`config.mk`:
```
export PLATFORM = sky130hd
export DESIGN_NAME = fetch_unit
export DESIGN_NICKNAME = d
export VERILOG_FILES = /design/src/rtl/fetch_pkg.sv /design/src/rtl/fetch_unit_pc_next.sv /design/src/rtl/fetch_unit.sv
export SDC_FILE = /design/constraint.sdc
export NUM_CORES = 1
export LEC_CHECK = 0
export ABC_AREA = 1
export CAP_MARGIN = 20
export CORE_UTILIZATION = 51
export DETAILED_ROUTE_END_ITERATION = 12
export GPL_TIMING_DRIVEN = 0
export PLACE_DENSITY = 0.85
export REMOVE_ABC_BUFFERS = 1
export SYNTH_ARGS = -nofsm -noshare
export SYNTH_HDL_FRONTEND = slang
export SYNTH_SLANG_ARGS = --single-unit
```
`constraint.sdc`:
```
create_clock -name clk -period 2.6 [get_ports clk]
set_input_delay 0.26 -clock clk [delete_from_list [all_inputs] [get_ports clk]]
set_output_delay 0.26 -clock clk [all_outputs]
set_load 0.01 [all_outputs]
```
`src/rtl/fetch_pkg.sv`:
```
// Shared types and constants for the instruction fetch stage.
package fetch_pkg;

  typedef enum logic [2:0] {
    IDLE,
    REQ,
    WAIT,
    HOLD,
    HALT
  } fetch_state_t;

  localparam int          INSTR_BYTES      = 4;
  localparam logic [31:0] RESET_PC_DEFAULT = 32'h0000_0000;

endpackage

```
`src/rtl/fetch_unit_pc_next.sv`:
```
// Next-PC arithmetic: sequential +4 or branch target, with alignment flag.
module pc_next
  import fetch_pkg::*;
#(
  parameter int DATA_WIDTH = 32
) (
  input  logic                         clk_unused_n,
  input  logic        [DATA_WIDTH-1:0] pc,
  input  logic signed [DATA_WIDTH-1:0] imm,
  input  logic                         pcsrc,
  output logic        [DATA_WIDTH-1:0] next_pc,
  output logic                         misaligned
);

  logic        [DATA_WIDTH-1:0] seq_pc;
  logic signed [DATA_WIDTH-1:0] tgt_pc;
  logic                         unused_ok;

  // Both sums wrap modulo 2^DATA_WIDTH; a negative imm is a backward branch.
  always_comb begin
    seq_pc     = pc + DATA_WIDTH'(INSTR_BYTES);
    tgt_pc     = $signed(pc) + imm;
    next_pc    = pcsrc ? DATA_WIDTH'($unsigned(tgt_pc)) : seq_pc;
    misaligned = |next_pc[1:0];
    unused_ok  = clk_unused_n;
  end

endmodule

```
`src/rtl/fetch_unit.sv`:
```
// Instruction fetch stage: owns the PC, issues one imem read at a time,
// holds the returned instruction for decode and follows branch decisions.
module fetch_unit
  import fetch_pkg::*;
#(
  parameter int                    DATA_WIDTH = 32,
  parameter logic [DATA_WIDTH-1:0] RESET_PC   = DATA_WIDTH'(RESET_PC_DEFAULT)
) (
  input  logic                  clk,
  input  logic                  rst_n,
  output logic                  imem_req_valid,
  output logic [DATA_WIDTH-1:0] imem_req_addr,
  input  logic                  imem_req_ready,
  input  logic                  imem_rsp_valid,
  input  logic [DATA_WIDTH-1:0] imem_rsp_data,
  output logic [DATA_WIDTH-1:0] instr,
  output logic [DATA_WIDTH-1:0] instr_pc,
  output logic                  instr_valid,
  input  logic                  instr_ready,
  input  logic                  PCSrc,
  input  logic [DATA_WIDTH-1:0] ImmOp,
  output logic                  misalign
);

  fetch_state_t          state;
  logic [DATA_WIDTH-1:0] pc;
  logic [DATA_WIDTH-1:0] next_pc;
  logic                  next_misaligned;

  // The next PC is always derived from the held instruction's address.
  pc_next #(
    .DATA_WIDTH(DATA_WIDTH)
  ) u_pc_next (
    .clk_unused_n(1'b1),
    .pc          (instr_pc),
    .imm         (ImmOp),
    .pcsrc       (PCSrc),
    .next_pc     (next_pc),
    .misaligned  (next_misaligned)
  );

  // The request address is the registered PC, so it stays stable while REQ stalls.
  assign imem_req_addr = pc;

  // Fetch FSM; every output is set here so nothing is combinational from inputs.
  always_ff @(posedge clk or negedge rst_n) begin
    if (!rst_n) begin
      state          <= IDLE;
      pc             <= RESET_PC;
      imem_req_valid <= 1'b0;
      instr          <= '0;
      instr_pc       <= '0;
      instr_valid    <= 1'b0;
      misalign       <= 1'b0;
    end else begin
      unique case (state)
        IDLE: begin
          state          <= REQ;
          imem_req_valid <= 1'b1;
        end
        REQ: begin
          if (imem_req_ready) begin
            state          <= WAIT;
            imem_req_valid <= 1'b0;
          end
        end
        WAIT: begin
          if (imem_rsp_valid) begin
            state       <= HOLD;
            instr       <= imem_rsp_data;
            instr_pc    <= pc;
            instr_valid <= 1'b1;
          end
        end
        HOLD: begin
          if (instr_ready) begin
            instr_valid <= 1'b0;
            if (next_misaligned) begin
              state    <= HALT;
              misalign <= 1'b1;
            end else begin
              state          <= REQ;
              pc             <= next_pc;
              imem_req_valid <= 1'b1;
            end
          end
        end
        HALT: begin
          state <= HALT;
        end
        default: begin
          state <= HALT;
        end
      endcase
    end
  end

endmodule
```
After elaboration in Yosys (flattened, before gate mapping)
Cells that the tools add are included.

word-level totals
  register bits after elaboration = 102
  input bits = 70
  output and inout port bits = 99
  logic and storage cells = 40

operators by class
  add/sub/neg operators = 2
  equality and inequality tests = 7
  multiplexer cells = 13
  bitwise logic cells = 1
  reduce and logical (&&, ||, !) cells = 10

operators with widths
  cell                   number
  $add 32x3->32 const B  1
  $add 32x32->32         1
  $mux 32                1
  $mux 3                 4
  $pmux 3 s4             1
  $reduce_and 3->1       4
  $ne 2x2->1 const B     4
  $eq 3x2->1 const B     2
  $mux 1                 5
  $reduce_and 4->1       1
  $eq 3x1->1 const B     1
  $logic_not 3->1        1
  $pmux 1 s3             1
  $reduce_bool 3->1      1
  $pmux 1 s2             1
  $reduce_and 2->1       1
  $reduce_bool 2->1      1
  $reduce_or 2->1        1
  $not 1->1              1

Depth between registers and ports, before layout
  depth in word-level cells = 6
  gate-level depth with buffers = 14
  mapped depth without buffers = 14

Hierarchy
Synthesis repeated with hierarchy kept, for this count alone.

unflattened totals
  cells, all modules = 1178
  area, all modules = 7616.1 sq um

modules (own cells, without submodules)
  module      instances  cells each  area each (sq um)  seq. area each (sq um)
  fetch_unit  1          450         4117.7             2552.4
  pc_next     1          728         3498.4             0.0

Worst setup path before layout
OpenSTA, ideal clock, no wires.

  kind = register -> register
  start = reg instr_pc[0]
  end = reg pc[30] (netlist: imem_req_addr[30])
  arrival = 2.069 ns
  required time = 2.478 ns
  path slack = 0.408 ns
  stages on the path, launching flop included = 10
  period minus slack after synthesis = 2.192 ns
  cells stage by stage = dfrtp_1 > ha_1 > fa_1 > or3_1 > nand2_1 > nand2_2 > buf_6 > buf_6 > a21oi_1 > a21oi_1

between the ends
  longest elaborated chain between the ends = 5

ends and longest elaborated chain
  item                                                    line                                                RTL
  start: declaration                                      fetch_unit.sv:17                                    output logic [DATA_WIDTH-1:0] instr_pc,
  start signal: assignment                                fetch_unit.sv:71                                    instr_pc <= pc;
  $add 32x3->32 / $add 32x32->32 (equally long branches)  fetch_unit_pc_next.sv:21, fetch_unit_pc_next.sv:22
  $mux 32 *                                               fetch_unit_pc_next.sv:23                            next_pc = pcsrc ? DATA_WIDTH'($unsigned(tgt_pc)) : seq_pc;
  $reduce_or 2->1                                         fetch_unit_pc_next.sv:24                            misaligned = |next_pc[1:0];
  $not 1->1 (no line)                                     --
  $reduce_and 3->1 (no line)                              --
  end signal: assignment                                  fetch_unit.sv:83                                    pc <= next_pc;
  end: declaration                                        fetch_unit.sv:26                                    logic [DATA_WIDTH-1:0] pc;

Mark *: on every way between the ends. The rest lies on a longest branch, timed or not.
A chain may end at the register's enable or synchronous reset.

Worst setup path in the final report
  start = reg instr_pc[0]
  end = reg pc[20] (netlist: imem_req_addr[20])

The elaborated chain is that of the path after synthesis.

==> results.yml <==
run_status:
  outcome: "finished, final reports clean"
synthesis:
  synth_cell_types: 44
  synthTopCellsByArea: "dfrtp_1 35%, nand2_1 16%, inv_1 7.7%, a21oi_1 5.8%, mux2_2 5.8%"
  synth-async-reset-ratio: 1.00
  synthesis.area_um2: 7240
  ys.warnings.count: 0
  synth.top_cell.area_share: 0.353
  ys_seq_area_frac: 0.353
  synth_top_area_cell: "dfrtp_1"
  synth-edff-count: 0
  synth-main-ff-cell: "dfrtp_1"
  avgSynthCellArea_um2: 7.06
  synth_seq_cells: 102
  synth_cells: 1026
global_route:
  grt_pass1_wl_um: 33100
  grt_use_total: 0.292
  antenna_found_initial: 0
  grt_max_degree: 66
  grt_pass1_vias: 6966
  overflow: 0
finish:
  drive_above_1_share: 0.0763
  n_antenna_cell: 0
  register_area_um2: 2550
  fillers: 1142
  syn2layout_area_growth_pct: 30.9
  layout_commonest_cell: "nand2_1"
  layout_common_cells: "305 x nand2_1, 166 x clkdlybuf4s50_1, 149 x inv_1, 103 x nor2_1, 102 x dfrtp_1"
  final_area_um2: 9480
  nNetsFinal: 1291
  multiInputGateArea_um2: 4020
clocking:
  tritoncts: "yes"
  cts_made_buffers: 9
  clock-root-buffer: "clkbuf_16"
  clk_pin_slew_ns: 0.07
  ctsHtreeMaxLevel: 3
  clock-sinks: 102
  clock_path_buffers: 2
  worst_skew_pair.late_latency_ns: 0.35
  post_cts.repair.setup_buffers: 0
floorplan:
  die_width_um: 121
  ios: 169
  die_height_um: 121
  core_um2: 13900
  fp.dieArea_um2: 14700
  start_util: 0.522
  core.rowCount: 43
sta:
  fin_hold_ws_ns: 0.479
  rsz0062_at_grt: "false"
  hold_viol: 0
  finalCritPeriodShare: 0.941
  max_freq_mhz: 409
  fin_ws_ns: 0.152
  setup_viol: 0
  max_slew.worst_pin.slew_ns: 0.701
  finClkSkew_ns: 0.00718
  setup_tns_ns: 0
  finalCriticalPeriod_ns: 2.45
  slew_viol_final: 0
  slew_headroom: 0.531
detailed_routing:
  viasPerCell: 5.32
  drtAntennaViolNets: 0
  routed-via-count: 7299
  first_iter_violations: 644
  wl_per_cell_um: 15.4
  routed_wl_um: 21100
  firstDrtPassIters: 6
  drc: 0
critical_path:
  path_buf_inv: 2
  critPathCaptureType: "flip-flop"
  worstPathRequired_ns: 2.83
  crit_type: "reg2reg"
  startpoint_type: "flip-flop"
  crit_family: "simple AND/OR/NAND/NOR gates"
  critPathArrivalTime_ns: 2.67
  reg2reg_slack_ns: 0.15
  crit_path_max_incr_delay_ns: 0.48
  slowest_stage: "fa_1"
  crit_chain: "ha_1 > fa_1 > or3_1 > nand2_4 > nand2_8 > clkinv_16 > nand2_1 > inv_2 > a21oi_1"
  crit_path_start: "instr_pc[0]$_DFFE_PN0P_"
  timing.rr.start: "instr_pc[0]$_DFFE_PN0P_"
  crit_fanout: 34
hold_path:
  hold_class: "in2async"
power:
  power_density_nw_per_um2: 377
  clockPowerShare: 0.379
  p_seq_frac: 0.460
  p_switching_uw: 922
  power_mw: 3.57
  combPwrFrac: 0.161
  swShare: 0.258
  ir_worst_vdd_mv: 0.358
  internal-power_mw: 2.65
  p_leak_nw: 4.86
place:
  dp_slack_ns: -0.965
  place_hpwl_um: 16100
  dpl_cell_area_um2: 9120
  place.gp.congestion: 0.907
  portBuffers: 168
run:
  cap_violations: 0
state kept, by name, indices dropped and copies added (netlist names):
signal,flops
instr_pc,32
instr,32
imem_req_addr,32
instr_valid,1
misalign,1
state,3
imem_req_valid,1
per-stage QoR:
step                       util  instances
final                     0.683       1372
after global routing      0.683       1372
after CTS                 0.680       1371
after detailed placement  0.657       1355
after global placement    0.650       1352
after floorplan               -       1004
final timing paths:
check,end,cells after the start
worst max register to register,imem_req_addr[20]$_DFFE_PN0P_,9
worst min register to register,misalign$_DFFE_PN0P_,2
worst max-delay path,imem_req_addr[20]$_DFFE_PN0P_,9
max in group asynchronous,instr[14]$_DFFE_PN0P_,3
min in group clk,misalign$_DFFE_PN0P_,2
worst min-delay path,instr_pc[21]$_DFFE_PN0P_,2
cells in the mapped netlist, types with 8 or more instances:
| library cell | n |
|---|---|
| dfrtp_1 | 102 |
| clkbuf_1 | 8 |
| nor3_1 | 14 |
| ha_1 | 32 |
| o21ai_0 | 29 |
| inv_1 | 149 |
| nand3b_1 | 12 |
| xor2_1 | 19 |
| nand2_1 | 306 |
| nor2_1 | 103 |
| mux2_2 | 37 |
| nand3_1 | 51 |
| a21oi_1 | 84 |
power by group through the flow:
| stage | clock network, mW | logic, mW | registers [mW] |
|---|---|---|---|
| 3_3_place_gp | 0 | 0.547 | 1.67 |
| 3_5_place_dp | 0 | 0.564 | 1.67 |
| 2_1_floorplan | 0 | 0.252 | 1.68 |
| 4_1_cts | 1.36 | 0.570 | 1.64 |
| 6_report | 1.35 | 0.575 | 1.64 |
| 5_1_grt | 1.43 | 0.640 | 1.64 |
layout make-up:
type,instances,share of cell area
repair buffers,172,0.187
clock inverters,4,0.00502
flip-flops and latches,102,0.269
clock buffers,11,0.0256
multi-input cells,745,0.424
inverters,158,0.0654
well taps,180,0.0238
what timing repair did:
| item | in CTS | in global routing |
|---|---|---|
| endpoints found under the setup margin | 32 | 26 |
| gates resized for setup | 7 | 4 |
| cloned | 0 | 1 |
| hold buffers | 1 | 0 |
| hold endpoints to repair | 47 | 0 |
cell families (layout without fill, tap and decap cells):
logic type / after synthesis / after routing / share of synthesized area
and+or+nand+nor: 517 / 518 / 0.303
buffers and inverters: 180 / 345 / 0.0987
AOI/OAI and AO/OA: 136 / 136 / 0.105
DFF: 102 / 102 / 0.353
muxes: 37 / 37 / 0.0576
adders and majority gates: 33 / 33 / 0.0581
xor gates and xnor gates: 21 / 21 / 0.0254
metal layers:
| layer | vias to the layer above | GRT usage | routed length (um) |
|---|---|---|---|
| met2 | 318 | 0.475 | 9600 |
| met3 | 60 | 0.0672 | 1910 |
| met5 | - | 0 | 0 |
| met1 | 3331 | 0.373 | 8850 |
| met4 | 0 | 0.120 | 723 |
| li1 | 3590 | - | - |
Power figures use the tool's default switching activity.
